==> src/rtl/branch_hazard_ctrl.sv <==
// Branch hazard controller for the ID stage of a 5-stage MIPS pipeline.
// Resolves beq/bne early: stalls IF/ID until the comparator operands are
// available, selects comparator forwarding, redirects the PC on taken
// branches and jumps, and keeps saturating performance counters.
//
// state | meaning
// ------+------------------------------------------------------------
// RUN   | normal flow; branches are evaluated and stalled or resolved
// STALL | forced load-use stall in progress; busy=1, ID held
module branch_hazard_ctrl #(
  parameter int          CNT_W  = 16,
  parameter logic [5:0]  OP_BEQ = 6'b000100,
  parameter logic [5:0]  OP_BNE = 6'b000101,
  parameter logic [5:0]  OP_J   = 6'b000010
) (
  input  logic             clk,
  input  logic             rst,
  input  logic             id_valid,
  input  logic [5:0]       id_opcode,
  input  logic [4:0]       id_rs,
  input  logic [4:0]       id_rt,
  input  logic             ex_regwrite,
  input  logic             ex_memread,
  input  logic [4:0]       ex_rd,
  input  logic             mem_regwrite,
  input  logic             mem_memread,
  input  logic [4:0]       mem_rd,
  input  logic             cmp_zero,
  output logic             pc_write,
  output logic             ifid_write,
  output logic             ifid_flush,
  output logic             idex_bubble,
  output logic [1:0]       pc_sel,
  output logic [1:0]       fwd_a,
  output logic [1:0]       fwd_b,
  output logic             busy,
  output logic [CNT_W-1:0] br_count,
  output logic [CNT_W-1:0] taken_count,
  output logic [CNT_W-1:0] stall_count
);

  typedef enum logic {RUN = 1'b0, STALL = 1'b1} state_t;

  state_t     state, state_next;
  logic [1:0] stall_cnt, stall_cnt_next;
  logic       inc_br, inc_taken, inc_stall;
  logic       is_branch, is_jump;
  logic [1:0] need_rs, need_rt, need;
  logic       fwd_rs, fwd_rt;

  // Per-operand stall requirement: a load still in EX needs two cycles,
  // an ALU result in EX or a load in MEM needs one. $0 never hazards.
  function automatic logic [1:0] operand_need(
    input logic [4:0] r,
    input logic       exw, input logic exm, input logic [4:0] exd,
    input logic       mm,  input logic [4:0] md
  );
    logic [1:0] n;
    n = 2'd0;
    if (r != 5'd0) begin
      if (exm && exd == r)      n = 2'd2;
      else if (exw && exd == r) n = 2'd1;
      else if (mm && md == r)   n = 2'd1;
    end
    return n;
  endfunction

  // Hazard detection and forwarding match decode
  always_comb begin
    is_branch = id_valid && (id_opcode == OP_BEQ || id_opcode == OP_BNE);
    is_jump   = id_valid && (id_opcode == OP_J);
    need_rs   = operand_need(id_rs, ex_regwrite, ex_memread, ex_rd, mem_memread, mem_rd);
    need_rt   = operand_need(id_rt, ex_regwrite, ex_memread, ex_rd, mem_memread, mem_rd);
    need      = (need_rs > need_rt) ? need_rs : need_rt;
    fwd_rs    = mem_regwrite && !mem_memread && mem_rd != 5'd0 && mem_rd == id_rs;
    fwd_rt    = mem_regwrite && !mem_memread && mem_rd != 5'd0 && mem_rd == id_rt;
  end

  // Next-state and output decode; reset forces default outputs
  always_comb begin
    pc_write       = 1'b1;
    ifid_write     = 1'b1;
    ifid_flush     = 1'b0;
    idex_bubble    = 1'b0;
    pc_sel         = 2'b00;
    fwd_a          = 2'b00;
    fwd_b          = 2'b00;
    busy           = 1'b0;
    state_next     = state;
    stall_cnt_next = stall_cnt;
    inc_br         = 1'b0;
    inc_taken      = 1'b0;
    inc_stall      = 1'b0;
    if (!rst) begin
      case (state)
        RUN: begin
          if (is_branch) begin
            if (need != 2'd0) begin
              pc_write       = 1'b0;
              ifid_write     = 1'b0;
              idex_bubble    = 1'b1;
              inc_stall      = 1'b1;
              stall_cnt_next = need - 2'd1;
              state_next     = (need == 2'd2) ? STALL : RUN;
            end else begin
              fwd_a  = fwd_rs ? 2'b01 : 2'b00;
              fwd_b  = fwd_rt ? 2'b01 : 2'b00;
              inc_br = 1'b1;
              if (cmp_zero) begin
                pc_sel     = 2'b01;
                ifid_flush = 1'b1;
                inc_taken  = 1'b1;
              end
            end
          end else if (is_jump) begin
            pc_sel     = 2'b10;
            ifid_flush = 1'b1;
          end
        end
        STALL: begin
          pc_write    = 1'b0;
          ifid_write  = 1'b0;
          idex_bubble = 1'b1;
          busy        = 1'b1;
          inc_stall   = 1'b1;
          // The entering RUN cycle already counted as the first stall, so
          // the countdown terminates when the decremented value hits zero.
          if (stall_cnt <= 2'd1) begin
            stall_cnt_next = 2'd0;
            state_next     = RUN;
          end else begin
            stall_cnt_next = stall_cnt - 2'd1;
          end
        end
        default: state_next = RUN;
      endcase
    end
  end

  // State, stall timer and saturating counters
  always_ff @(posedge clk) begin
    if (rst) begin
      state       <= RUN;
      stall_cnt   <= 2'd0;
      br_count    <= '0;
      taken_count <= '0;
      stall_count <= '0;
    end else begin
      state     <= state_next;
      stall_cnt <= stall_cnt_next;
      if (inc_br && br_count != '1)       br_count    <= br_count + 1'b1;
      if (inc_taken && taken_count != '1) taken_count <= taken_count + 1'b1;
      if (inc_stall && stall_count != '1) stall_count <= stall_count + 1'b1;
    end
  end

endmodule

==> config.mk <==
export PLATFORM = sky130hd
export DESIGN_NAME = branch_hazard_ctrl
export DESIGN_NICKNAME = d
export VERILOG_FILES = /design/src/rtl/branch_hazard_ctrl.sv
export SDC_FILE = /design/constraint.sdc
export NUM_CORES = 1
export LEC_CHECK = 0
export CAP_MARGIN = 30
export CELL_PAD_IN_SITES_DETAIL_PLACEMENT = 0
export CELL_PAD_IN_SITES_GLOBAL_PLACEMENT = 1
export CORE_AREA = 4 4 71 106
export DETAILED_ROUTE_END_ITERATION = 10
export DIE_AREA = 0 0 75 110
export DONT_BUFFER_PORTS = 1
export PLACE_DENSITY_LB_ADDON = 0.1
export SETUP_SLACK_MARGIN = 0.3
export SYNTH_ARGS = -nofsm -noshare
export SYNTH_HDL_FRONTEND = slang
export SYNTH_SLANG_ARGS = --single-unit
==> constraint.sdc <==
create_clock -name clk -period 9.1 [get_ports clk]
set_input_delay 0.455 -clock clk [delete_from_list [all_inputs] [get_ports clk]]
set_output_delay 0.455 -clock clk [all_outputs]
set_load 0.01 [all_outputs]
# Yosys cells after proc, flatten, opt, wreduce, memory -nomap -nowiden
# Cells that the tools add are included.
[word_totals]
ff_bits = 51
in_bits = 34
out_inout_bits = 59
wordCells = 104
[classes]
add_sub_neg = 5
order_cmp = 2
eq_ne = 13
mux = 56
n_bitwise = 1
reduce_logical = 22
[ops]
columns = ["op", "count"]
rows = [
  ["adder 16 x 1 -> 16 bit, second input constant", 3],
  ["!= test 16 bit, second input constant", 3],
  ["2-to-1 mux 1 bit", 40],
  ["2-to-1 mux 2 bit", 12],
  ["equality test 5 bit", 4],
  ["logical AND 1 bit", 15],
  ["nonzero test 5 bit", 3],
  ["equality test 6 x 3 -> 1 bit, second input constant", 2],
  ["equality test 6 x 2 -> 1 bit, second input constant", 1],
  ["case mux 1 bit (2 select lines)", 3],
  ["!= test 2 bit, second input constant", 2],
  ["case mux 2 bit (2 select lines)", 1],
  ["subtractor 2 x 1 -> 2 bit, second input constant", 2],
  ["equality test 2 bit, second input constant", 1],
  ["> comparator 2 bit", 1],
  ["<= comparator 2 x 1 -> 1 bit, second input constant", 1],
  ["AND reduction 2 bit", 1],
  ["nonzero test 2 bit", 1],
  ["logical NOT 1 bit", 1],
  ["logical OR 1 bit", 1],
  ["inverter 1 bit", 1],
]

# Longest topological paths before layout
[depth]
word_depth = 14
depth_mapped = 18
depth_no_buf = 17

# Worst setup path after synthesis
# Ideal clock, no wire load.
[synth_timing]
path_type = "input to output"
startpoint = "input mem_rd[0]"
endpoint = "output ifid_flush"
arrival_ns = 3.109
t_required_ns = 8.645
setup_slack_ns = 5.536
cell_stages = 13
n_path_buf = 1
path_cell_list = "nor2b_1 -> a2111o_1 -> nor3_1 -> o21bai_1 -> ha_1 -> or2_2 -> o2bb2ai_1 -> a22oi_1 -> ha_1 -> and4_1 -> buf_4 -> and2_1 -> or2_2"
[synth_via]
elab_chain_cells = 13
word_cells_on_any_way = 19
cone_classes = "order compare (1); eq/ne (2); mux (13); reduce/logical (3)"
[synth_rtl]
columns = ["item", "line_no", "source"]
rows = [
  ["from (decl)", "27", "input logic [4:0] mem_rd,"],
  ["equality test 5 bit", "63", "else if (mm && md == r) n = 2'd1;"],
  ["logical AND 1 bit", "63", ""],
  ["2-to-1 mux 1 bit", "63", ""],
  ["2-to-1 mux 1 bit", "62", "else if (exw && exd == r) n = 2'd1;"],
  ["2-to-1 mux 2 bit", "61", "if (exm && exd == r) n = 2'd2;"],
  ["2-to-1 mux 2 bit", "60", "if (r != 5'd0) begin"],
  ["> comparator 2 bit", "74", "need = (need_rs > need_rt) ? need_rs : need_rt;"],
  ["2-to-1 mux 2 bit *", "74", ""],
  ["nonzero test 2 bit *", "98", "if (need != 2'd0) begin"],
  ["2-to-1 mux 1 bit *", "98", ""],
  ["2-to-1 mux 1 bit *", "97", "if (is_branch) begin"],
  ["2-to-1 mux 1 bit *", "95", "case (state)"],
  ["2-to-1 mux 1 bit *", "94", "if (!rst) begin"],
  ["to (decl)", "31", "output logic ifid_flush,"],
]
# Every way passes the cells marked *; elsewhere a longest branch is shown, timed or not.

# Worst setup path after layout
[layout_timing]
startpoint = "input mem_rd[0]"
endpoint = "output fwd_a[0]"
[layout_via]
elab_chain_cells = 13
word_cells_on_any_way = 23
cone_classes = "order compare (1); eq/ne (2); mux (14); reduce/logical (6)"
[layout_rtl]
columns = ["item", "line_no", "source"]
rows = [
  ["equality test 5 bit, on equally long branches", "63, 75", ""],
  ["logical AND 1 bit", "63", ""],
  ["2-to-1 mux 1 bit", "63", ""],
  ["2-to-1 mux 1 bit", "62", ""],
  ["2-to-1 mux 2 bit", "61", ""],
  ["2-to-1 mux 2 bit", "60", ""],
  ["> comparator 2 bit", "74", ""],
  ["2-to-1 mux 2 bit", "74", ""],
  ["nonzero test 2 bit", "98", ""],
  ["2-to-1 mux 1 bit *", "98", ""],
  ["2-to-1 mux 1 bit *", "97", ""],
  ["2-to-1 mux 1 bit *", "95", ""],
  ["2-to-1 mux 1 bit *", "94", ""],
  ["to (decl)", "34", "output logic [1:0] fwd_a,"],
]
# Marks and branches as above.

==> impl_results.md <==
* CP cell instances: nor2b_1, a2111o_1, nor3_1, o21bai_1, ha_1, nor3b_1, a31oi_1, a22oi_1, ha_1, and4_1, o2111ai_1, nor4b_1
* # diodes at 0
* IO Pins at 93
* Vias in the first global route at approximately 2400
* Clock transition at path regs at 0.10 ns
* Share of Yosys cell area claimed by the top area cell type at a little over a third
* Tightest Hold Check Type: primary input to register
* CTS H-tree lvls at 2
* FF-to-FF End: br_count[14]
* Status: finished clean
* Clk_lat worst skew at 0.30 ns
* Max cap viols at 0
* Post-place setup slack at around 5.2 ns
* Ys flop type: dfxtp_1
* Simple-gate share of the synthesized area at a little under a third
* Root buffer cell: clkbuf_8
* Seq pwr share at 54.6%
* Synth top area cells: dfxtp_1, xnor2_1, nor2_1
* Post-Synth XOR/XNOR Area at ~17%
* GRT overflow at 0
* Worst Slack Setup Final at about 5.3 ns
* R2R Setup Slk at slightly below 7 ns
* Final non-filler cell area at between 3000 and 4000 um^2
* Unique masters post-synth at a little under 50
* Routed vias at between 2000 and 2500
* Storage element area at roughly 1000 um^2
* Mux contribution to synthesized area at ~1.0%
* Largest net degree at the start of global routing at 55
* M1 GR Usage at 18.4%
* Final setup fails at 0
* Max incr delay on CP at ~0.53 ns
* EDFF count, synth at 0
* Clk sinks at 51
* Net Switching at between 0.08 and 0.09 mW
* WHS Endpoint: br_count[11]
* Number of port buffers at 0
* Gr busiest metal: met2
* Num CTS Buffers at 5
* Largest family of logic cells by synthesized area: simple AND/OR/NAND/NOR gates
* Chip Height at approximately 110 um
* RSZ-0062 raised after global routing: false
* DR pass1 iterations at 4
* Post-Route Setup TNS at 0 ns
* Max-slew violations at 0
* DRT iter0 DRCs at 73
* CP Max Fanout at 5
* Post-Synth Adder-Cell Area at under 10%
* Clk pwr share at roughly two fifths
* #FFs+latches synth at 51
* Sequential share of the synthesized area at between 30% and 40%
* DR vias/cell at ~5.5
* GP Congestion at 0.735
* Reg2Reg Depth at 8
* Die area at 8250 um^2
* Post-cts resize count at 0
* Cts hold-fix bufs at 0
* Fin crit share at a little over two fifths
* Non-filler instance count after layout at between 400 and 500
* Total power at about 0.41 mW
* TritonCTS clock tree: done
* Max IR drop VDD at between 0.05 and 0.06 mV
* Min Clock Period, post-route at roughly 3.8 ns
* Postcts setup bufs at 0
* Hold Startpoint: rst
* Max Root-Sink Buffers at 2
* Fmax at 262 MHz
* Critical path's slowest cell: nor4b_1
* WP data required at ~8.7 ns
* Syn Inst Count at 347
* Hold Crit Depth at 1
* P_int at 0.325 mW
* Residual DRC count at 0
* Avg WL per Cell at ~15 um
* Total Wirelength at approximately 6.4 mm
* Reg2Reg Launch Point: br_count[0]
* Slew headroom at 61.3%
* FFs w/ async S/R, synth at 0%
* Dpl cells at between 400 and 500
* Hpwl dp at roughly 4.9 mm
* Synth Warn # at 0
* Synthesized cell area at roughly 2900 um^2
* LEAKAGE at approximately 1 nW
* Buf/Inv on CP at 0
* Met2 GRT Util at about 28%
* Final Hold Viols at 0
* Synth Area in Compound Gates at 8.16%
* First-pass GRT wire length at approximately 11 mm
* Met3 Resource Use GR at 5.99%
* Critical Setup Path Class: primary input to output port
* Power per Cell Area at between 100 and 150 nW/um^2
* Worst hold slack at 0.214 ns
* FP Rows at 36
* Util after Layout at 46.5%
* Final nets at 386
* Delay-heaviest family, CP: simple AND/OR/NAND/NOR gates
* Sw frac at 20.6%
* Arrival time at the worst endpoint at around 3.4 ns
* Post-route antenna net violation count at 0
* Fillers at 672
* Clock skew at ~0.012 ns
* Starting density of the core at between 40% and 50%
* Leading area contributor after synthesis: dfxtp_1
* Slew @ Worst Pin at 0.572 ns
* Worst Setup End Kind: output port
* Ratio of cells with drive above 1 in the final layout at 5.80%
* CP most frequent cell: ha_1
* Combinational fraction of design power at 4.9%
* Initial antenna violation count at 0
* Die Wd at ~75 um
* Total Routing Usage GR at roughly 16%
* Dpl cell area at approximately 3000 um^2
* Kind of start point of the critical path: primary input
* Core area at approximately 6500 um^2
* Mapped Avg Cell Area at just over 8 um^2
* Area grow syn2layout at 5.43%
* Area occupied by multi-input gates at around 1700 um^2
==> synth_stat cells (2+ instances only) <==
library cell and n:
nand2b_1 3, a21oi_1 5, xor2_1 23, nand4_1 8
o2111ai_1 2, or3_1 4, o21ai_0 5, nand2_1 26
clkbuf_1 6, nor2_1 61, nor3_2 3, and4_1 7
nor3_1 14, inv_1 15, buf_4 4, and2_1 2
a31oi_1 2, xnor2_1 33, nand3_1 28, nand3b_1 3
or2_2 2, mux2i_1 3, nor2b_1 4, a31o_2 2
ha_1 8, dfxtp_1 51
==> placed cells by master (no fill, tap or decap), types with 4 or more instances in the layout <==
master and count:
nor2b_1 4, nor2_1 61, or3_1 4, clkbuf_8 6, xnor2_1 33, o21ai_0 5
nor3_1 14, a21oi_1 5, nand4_1 8, ha_1 8, inv_1 15, nand3_1 28
dfxtp_1 51, and4_1 7, nand2_1 26, xor2_1 23
==> cells by family after synthesis <==
| group | count (synthesis) |
|---|---|
| AND/OR/NAND/NOR | 174 |
| flip-flops | 51 |
| other | 1 |
| buffers and inverters | 26 |
| AO/OA/AOI/OAI | 28 |
| multiplexers | 3 |
| adder cells (fa/ha/maj) | 8 |
| XOR/XNOR | 56 |
==> worst register-to-register path: stages (launching register included) <==
cell and delay [ns]:
dfxtp_1 0.45, ha_1 0.23, nand2_1 0.06, or2_1 0.29, o41ai_4 0.59, nor2_1 0.22
nand3_1 0.15, xor2_1 0.15, nor2_1 0.05
==> worst max-delay path by stage <==
stage	startpoint	endpoint	slack, ns	cells after the start
after CTS	mem_rd[0]	fwd_a[0]	5.25	12
after global routing	mem_rd[0]	fwd_a[0]	4.89	12
after detailed placement	mem_rd[0]	fwd_a[0]	5.24	12
after floorplan	mem_rd[0]	ifid_flush	5.54	13
final	mem_rd[0]	fwd_a[0]	5.29	12
after global placement	mem_rd[0]	stall_count[12]	5.31	16
==> sequential cells by signal (all words and copies together) (netlist names) <==
signal / count
br_count: 16
stall_count: 16
taken_count: 16
stall_cnt: 2
state: 1
==> power groups by stage <==
stage,sequential (mW),combinational [mW],clock (mW)
floorplan,0.228,0.0211,0
global placement,0.228,0.0198,0
detailed placement,0.228,0.0201,0
CTS,0.223,0.0202,0.174
global route,0.223,0.0228,0.182
finish,0.223,0.0201,0.166
==> layout make-up <==
class	count	area share, %
Multi-Input combinational cell	271	57.4
Sequential cell	51	33.6
Tap cell	76	3.13
Clock buffer	6	2.72
Inverter	15	1.85
Clock inverter	2	1.28
==> routing by layer <==
layer	routed length, um	share of wire (%)
met5	0	0
met4	53	0.83
met1	2560	40
met2	3160	50
met3	601	9.4
(Power assumes the default switching activity.)
